<file path="src/rtl/fp16_mac_arbiter_if.sv">
// Requester-side bus of the shared MAC arbiter: packed per-requester operands,
// one-hot grant and one-hot response strobe with a shared result word.
interface fp16_mac_arbiter_if #(
  parameter int NUM_REQ = 4
);
  logic [NUM_REQ-1:0]    req_valid;
  logic [8*NUM_REQ-1:0]  req_a;
  logic [8*NUM_REQ-1:0]  req_b;
  logic [16*NUM_REQ-1:0] req_c;
  logic [NUM_REQ-1:0]    req_ready;
  logic [NUM_REQ-1:0]    rsp_valid;
  logic [31:0]           rsp_data;

  modport master (
    output req_valid,
    output req_a,
    output req_b,
    output req_c,
    input  req_ready,
    input  rsp_valid,
    input  rsp_data
  );

  modport slave (
    input  req_valid,
    input  req_a,
    input  req_b,
    input  req_c,
    output req_ready,
    output rsp_valid,
    output rsp_data
  );
endinterface

</file>
<file path="src/rtl/fp16_mac_arbiter.sv">
// Round-robin arbiter sharing one FP8*FP8+FP16 MAC among NUM_REQ requesters; a tag
// pipe matched to the MAC depth steers each FP32 result back to its issuer.
module fp16_mac_arbiter #(
  parameter int NUM_REQ     = 4,
  parameter int MAC_LATENCY = 3,
  parameter int IDW         = $clog2(NUM_REQ)
) (
  input  logic              clk,
  input  logic              rst,
  input  logic              i_arb_en,
  fp16_mac_arbiter_if.slave io_req,
  output logic              o_mac_valid,
  output logic [7:0]        o_mac_a,
  output logic [7:0]        o_mac_b,
  output logic [15:0]       o_mac_c,
  input  logic              i_mac_out_valid,
  input  logic [31:0]       i_mac_data_out,
  output logic              o_busy,
  output logic              o_err
);

  logic [NUM_REQ-1:0]     w_grant;
  logic [IDW-1:0]         w_gnt_id;
  logic                   w_accept;
  logic [IDW:0]           w_scan;

  logic [IDW-1:0]         r_ptr;
  logic                   r_mac_valid;
  logic [7:0]             r_mac_a;
  logic [7:0]             r_mac_b;
  logic [15:0]            r_mac_c;
  logic [IDW-1:0]         r_mac_id;

  logic [MAC_LATENCY-1:0] r_tag_vld_p;
  logic [IDW-1:0]         r_tag_id_p [MAC_LATENCY];

  logic                   w_tag_out_vld;
  logic [IDW-1:0]         w_tag_out_id;
  logic                   w_rsp_hit;
  logic                   w_mismatch;

  logic [NUM_REQ-1:0]     r_rsp_valid;
  logic [31:0]            r_rsp_data;
  logic                   r_err;

  // Scan from the requester after the last winner, wrapping, and take the first valid one.
  always_comb begin
    w_grant  = '0;
    w_gnt_id = '0;
    w_accept = 1'b0;
    w_scan   = '0;
    for (int k = 1; k <= NUM_REQ; k++) begin
      w_scan = {1'b0, r_ptr} + (IDW+1)'(k);
      if (w_scan >= (IDW+1)'(NUM_REQ)) begin
        w_scan = w_scan - (IDW+1)'(NUM_REQ);
      end
      if (!w_accept && io_req.req_valid[w_scan[IDW-1:0]]) begin
        w_accept = 1'b1;
        w_gnt_id = w_scan[IDW-1:0];
      end
    end
    if (!i_arb_en || rst) begin
      w_accept = 1'b0;
      w_gnt_id = '0;
    end
    if (w_accept) begin
      w_grant = NUM_REQ'(1) << w_gnt_id;
    end
  end

  // Issue stage: granted operands go to the MAC, pointer moves to the winner
  always_ff @(posedge clk or posedge rst) begin
    if (rst) begin
      r_ptr       <= IDW'(NUM_REQ - 1);
      r_mac_valid <= 1'b0;
      r_mac_a     <= '0;
      r_mac_b     <= '0;
      r_mac_c     <= '0;
      r_mac_id    <= '0;
    end else begin
      r_mac_valid <= w_accept;
      if (w_accept) begin
        r_ptr    <= w_gnt_id;
        r_mac_id <= w_gnt_id;
        r_mac_a  <= io_req.req_a[int'(w_gnt_id)*8 +: 8];
        r_mac_b  <= io_req.req_b[int'(w_gnt_id)*8 +: 8];
        r_mac_c  <= io_req.req_c[int'(w_gnt_id)*16 +: 16];
      end
    end
  end

  // Tag stages: stage 0 loads on the edge the MAC samples its input, then shifts freely
  always_ff @(posedge clk or posedge rst) begin
    if (rst) begin
      r_tag_vld_p <= '0;
      for (int i = 0; i < MAC_LATENCY; i++) begin
        r_tag_id_p[i] <= '0;
      end
    end else begin
      r_tag_vld_p[0] <= r_mac_valid;
      r_tag_id_p[0]  <= r_mac_id;
      for (int i = 1; i < MAC_LATENCY; i++) begin
        r_tag_vld_p[i] <= r_tag_vld_p[i-1];
        r_tag_id_p[i]  <= r_tag_id_p[i-1];
      end
    end
  end

  assign w_tag_out_vld = r_tag_vld_p[MAC_LATENCY-1];
  assign w_tag_out_id  = r_tag_id_p[MAC_LATENCY-1];
  assign w_rsp_hit     = w_tag_out_vld & i_mac_out_valid;
  assign w_mismatch    = w_tag_out_vld ^ i_mac_out_valid;

  // Response stage: a result is delivered only when tag and MAC agree
  always_ff @(posedge clk or posedge rst) begin
    if (rst) begin
      r_rsp_valid <= '0;
      r_rsp_data  <= '0;
      r_err       <= 1'b0;
    end else begin
      r_rsp_valid <= w_rsp_hit ? (NUM_REQ'(1) << w_tag_out_id) : '0;
      if (w_rsp_hit) begin
        r_rsp_data <= i_mac_data_out;
      end
      if (w_mismatch) begin
        r_err <= 1'b1;
      end
    end
  end

  assign io_req.req_ready = w_grant;
  assign io_req.rsp_valid = r_rsp_valid;
  assign io_req.rsp_data  = r_rsp_data;
  assign o_mac_valid      = r_mac_valid;
  assign o_mac_a          = r_mac_a;
  assign o_mac_b          = r_mac_b;
  assign o_mac_c          = r_mac_c;
  assign o_busy           = r_mac_valid | (|r_tag_vld_p);
  assign o_err            = r_err;

endmodule
</file>
<file path="src/flat_wrapper.sv">
// flat-port wrapper written by rule: the top's interface ports become plain ports
module fp16_mac_arbiter_flat 
#(
  parameter int NUM_REQ     = 4,
  parameter int MAC_LATENCY = 3,
  parameter int IDW         = $clog2(NUM_REQ)
)
  (clk, rst, i_arb_en, o_mac_valid, o_mac_a, o_mac_b, o_mac_c, i_mac_out_valid, i_mac_data_out, o_busy, o_err, io_req_req_valid, io_req_req_a, io_req_req_b, io_req_req_c, io_req_req_ready, io_req_rsp_valid, io_req_rsp_data);
  fp16_mac_arbiter_if #(.NUM_REQ(NUM_REQ)) io_req_i ();
  input  logic clk;
  input  logic rst;
  input  logic i_arb_en;
  output logic o_mac_valid;
  output logic [7:0] o_mac_a;
  output logic [7:0] o_mac_b;
  output logic [15:0] o_mac_c;
  input  logic i_mac_out_valid;
  input  logic [31:0] i_mac_data_out;
  output logic o_busy;
  output logic o_err;
  input wire logic [$bits(io_req_i.req_valid)-1:0] io_req_req_valid;
  input wire logic [$bits(io_req_i.req_a)-1:0] io_req_req_a;
  input wire logic [$bits(io_req_i.req_b)-1:0] io_req_req_b;
  input wire logic [$bits(io_req_i.req_c)-1:0] io_req_req_c;
  output wire logic [$bits(io_req_i.req_ready)-1:0] io_req_req_ready;
  output wire logic [$bits(io_req_i.rsp_valid)-1:0] io_req_rsp_valid;
  output wire logic [$bits(io_req_i.rsp_data)-1:0] io_req_rsp_data;
  assign io_req_i.req_valid = io_req_req_valid;
  assign io_req_i.req_a = io_req_req_a;
  assign io_req_i.req_b = io_req_req_b;
  assign io_req_i.req_c = io_req_req_c;
  assign io_req_req_ready = io_req_i.req_ready;
  assign io_req_rsp_valid = io_req_i.rsp_valid;
  assign io_req_rsp_data = io_req_i.rsp_data;
  fp16_mac_arbiter #(.NUM_REQ(NUM_REQ), .MAC_LATENCY(MAC_LATENCY), .IDW(IDW)) u_core (.clk(clk), .rst(rst), .i_arb_en(i_arb_en), .io_req(io_req_i), .o_mac_valid(o_mac_valid), .o_mac_a(o_mac_a), .o_mac_b(o_mac_b), .o_mac_c(o_mac_c), .i_mac_out_valid(i_mac_out_valid), .i_mac_data_out(i_mac_data_out), .o_busy(o_busy), .o_err(o_err));
endmodule
</file>
<file path="config.mk">
export PLATFORM = sky130hd
export DESIGN_NAME = fp16_mac_arbiter_flat
export DESIGN_NICKNAME = d
export VERILOG_FILES = /design/src/rtl/fp16_mac_arbiter_if.sv /design/src/rtl/fp16_mac_arbiter.sv /design/src/flat_wrapper.sv
export SDC_FILE = /design/constraint.sdc
export NUM_CORES = 1
export LEC_CHECK = 0
export CORE_MARGIN = 3
export CORE_UTILIZATION = 39
export CTS_CLUSTER_DIAMETER = 100
export DETAILED_ROUTE_END_ITERATION = 8
export HOLD_SLACK_MARGIN = 0.02
export PLACE_DENSITY = 0.85
export SLEW_MARGIN = 20
export SYNTH_ARGS = -nofsm -noshare
export SYNTH_HDL_FRONTEND = slang
export SYNTH_SLANG_ARGS = --single-unit
</file>
<file path="constraint.sdc">
create_clock -name clk -period 8.8 [get_ports clk]
set_clock_uncertainty 0.1 [all_clocks]
set_input_delay 2.64 -clock clk [delete_from_list [all_inputs] [get_ports clk]]
set_output_delay 2.64 -clock clk [all_outputs]
set_load 0.005 [all_outputs]
</file>
==> summary.md <==
| Metric | Value |
|---|---|
| R2R setup slack | `about 6.2 ns` |
| N_diodes | `0` |
| Startpoint types | `input pin` |
| CP Capture Type | `primary output` |
| 1st-iter DRT viols | `just under 300` |
| Ys Warns | `0` |
| DP Wirelength | `11.2 mm` |
| Fillers | `~840` |
| Placeable Area | `~11000 um^2` |
| Most common cell after layout, fill and taps aside | `clkdlybuf4s50_1` |
| Drt pass-1 iters | `5` |
| First-pass GRT wire length | `about 24 mm` |
| Wirelength per Cell | `18.9 um` |
| Worst r2r dst | `u_core.o_mac_c[15]` |
| CTS H-tree depth | `3` |
| Layout cell share with drive strength beyond 1 | `11.6%` |
| CTS Root Cell | `clkbuf_8` |
| Net Sw Frac | `a little over 30%` |
| Final Hold Viols | `0` |
| Final Setup Violations | `0` |
| Post-synth net total | `591` |
| Internal power | `0.000853 W` |
| Status | `complete, no violations` |
| Max Fanout on Critical Path | `36` |
| Final number of max-transition violations | `0` |
| PostCTS Resize Cnt | `0` |
| GP Congestion | `just under 0.9` |
| Sw Pwr | `0.000374 W` |
| PortBufs | `between 200 and 250` |
| Crit-path cells | `clkdlybuf4s50_1 -> nor2_1 -> a31oi_4 -> buf_4 -> nand3_4 -> nor2_1 -> clkdlybuf4s50_1` |
| Ys async rst share | `100%` |
| Die width | `111 um` |
| Crit path required time | `~6.1 ns` |
| Power, Total | `0.00123 W` |
| Vias in the first global route | `4312` |
| Max-cap viol count | `0` |
| Clk pin slew, worst setup/hold paths | `about 0.09 ns` |
| Relative slew slack | `around 50%` |
| Setup crit start | `io_req_req_valid[3]` |
| Total grt overflow | `0` |
| CTS tree | `done` |
| CTS Hold Bufs | `0` |
| RR Startpoint | `u_core.r_ptr[1]` |
| Tcrit/Tclk final | `between 80% and 90%` |
| Fin crit period | `~7.9 ns` |
| Fin Setup TNS | `0 ns` |
| CTS Sinks | `83` |
| Final wirelength | `about 15 mm` |
| DIE AREA | `~12000 um^2` |
| Number of synthesized flops with an enable pin | `0` |
| Post-CTS setup buffer count | `0` |
| Site row count | `37` |
| Initial antenna violation count | `0` |
| Clock Latency Late Sink | `around 0.37 ns` |
| Area delta synth->final | `62.1%` |
| Initial core utilization | `41.0%` |
| #FFs+latches synth | `a little over 80` |
| GRT Total Usage | `between 20 and 25%` |
| Logic pwr share | `35.8%` |
| Crit path to | `io_req_req_ready[3]` |
| CP arrival | `about 5 ns` |
| Critical path class | `in -> out` |
| Least-Margin Pin Slew | `roughly 0.75 ns` |
| Sequential fraction of the synthesis area | `roughly 48%` |
| Top FF cell, synth | `dfrtp_1` |
| Lkg Pwr | `between 2 and 3 nW` |
| Hold Slack | `around 0.25 ns` |
| CP max stage cell | `clkdlybuf4s50_1` |
| Avg Synthesized Cell Area | `10.2 um^2` |
| Sequential Power Share | `about 40%` |
| Total CTS buffers | `9` |
| Vias per cell | `around 5.4` |
| Worst min-delay path class | `reg -> reg` |
| Antenna-violating nets left | `0` |
| Clock Power Share | `between 20% and 30%` |
| Post-synthesis cell count | `between 400 and 500` |
| I/O pin count | `243` |
| Post-synth cell types | `43` |
| Drt drc | `0` |
| R2r worst-path depth | `6` |
| RSZ-0062 raised after global routing | `no` |
| PwrDens | `175 nW/um^2` |
| Peak VDD IR | `between 0.1 and 0.15 mV` |
| Layout Nets | `817` |
| Vias | `roughly 4300` |
| Maximum clock rate | `127 MHz` |
| Leading cell types in the layout, fill and taps excluded | `242 x clkdlybuf4s50_1, 81 x dfrtp_1, 43 x nand2_1` |
| Crit path largest cell delay | `0.63 ns` |
| Clock Tree Buf Depth | `2` |
| Die height | `about 110 um` |
| Cell Area, Synth | `roughly 4300 um^2` |
| Largest net degree at the start of global routing | `between 80 and 90` |
metal layers:
metal	wire [um]	GRT usage, %	part of all wire (%)	up-vias
met5	0	0	0	-
met3	963	4.97	6.5	20
met1	6300	31.5	42	2038
li1	-	-	-	1995
met4	200	5.60	1.3	0
met2	7450	41.5	50	215
cells by family after synthesis:
group	count (synthesis)	share of synthesized area, %
buffers and inverters	63	6.74
AND/OR/NAND/NOR	100	11.6
multiplexers	33	8.65
flip-flops	83	48.1
adder cells (fa/ha/maj)	1	0.289
AO/OA/AOI/OAI	142	24.6
flip-flops by register name, summed over array words and instances, names as in the netlist, 3 cells and up:
register	cells
u_core.r_tag_vld_p	3
u_core.r_tag_id_p	4
u_core.io_req.rsp_data	32
u_core.o_mac_b	8
u_core.io_req.rsp_valid	4
u_core.o_mac_c	16
u_core.o_mac_a	8
worst max-delay path: cells and delay by family:
family / cells / cell delay, ns
buf+inv: 3 / 1.49
simple gates: 3 / 0.81
compound gates: 1 / 0.17
cell usage after synthesis, types with 2 or more instances:
master / instances / area share, %
a21boi_0: 8 / 1.4
a21oi_1: 28 / 3.2
a31o_2: 2 / 0.41
a31oi_4: 2 / 0.98
and3b_1: 2 / 0.41
buf_1: 3 / 0.26
buf_2: 5 / 0.58
buf_4: 3 / 0.52
buf_6: 5 / 1.3
clkbuf_1: 17 / 1.5
dfrtp_1: 81 / 47
dfstp_2: 2 / 1.2
inv_1: 30 / 2.6
mux2_2: 32 / 8.3
nand2_1: 43 / 3.7
nand3_1: 32 / 3.7
nor2_1: 5 / 0.43
nor3b_1: 8 / 1.4
o21ai_0: 36 / 4.2
o22a_1: 25 / 5.1
o311ai_1: 25 / 5.1
o32a_1: 7 / 1.6
power by group through the flow:
stage	clock network, W	logic [W]	registers [W]
finish	0.000289	0.000439	0.000499
global route	0.000315	0.000474	0.000508
CTS	0.000296	0.000442	0.000499
detailed placement	0	0.000440	0.000506
global placement	0	0.000429	0.000501
floorplan	0	0.000195	0.000499
cell type report:
type | count | area (um^2) | share of cell area [%]
timing repair buffer | 248 | 2470 | 35.3
sequential | 83 | 2080 | 29.7
multi-input combinational | 276 | 1960 | 28.0
tap | 136 | 170 | 2.43
clock buffer | 10 | 138 | 1.96
inverter | 30 | 114 | 1.63
clock inverter | 6 | 68.8 | 0.982
stage by stage:
step	cells	cell area [um^2]	worst slack (ns)	util, %
after floorplan	422	4320	0.677	-
after global placement	773	6790	1.03	64.4
after detailed placement	773	6790	0.939	64.4
after CTS	789	7000	0.919	66.3
after global routing	789	7010	0.725	66.4
final	789	7010	0.937	66.4
worst min-delay path by stage:
| stage | cells after the start | slack [ns] | to | from |
|---|---|---|---|---|
| finish | 0 | 0.25 | u_core.w_tag_out_id[0] | u_core.r_tag_id_p[2] |
| floorplan | 0 | 0.23 | u_core.r_tag_id_p[2] | u_core.r_tag_id_p[4] |
| detailed placement | 0 | 0.24 | u_core.w_tag_out_id[1] | u_core.r_tag_id_p[3] |
| CTS | 0 | 0.25 | u_core.w_tag_out_id[0] | u_core.r_tag_id_p[2] |
| global placement | 0 | 0.23 | u_core.r_tag_id_p[3] | u_core.r_tag_id_p[5] |
| global route | 0 | 0.25 | u_core.w_tag_out_id[0] | u_core.r_tag_id_p[2] |
Power figures use the tool's default switching activity.
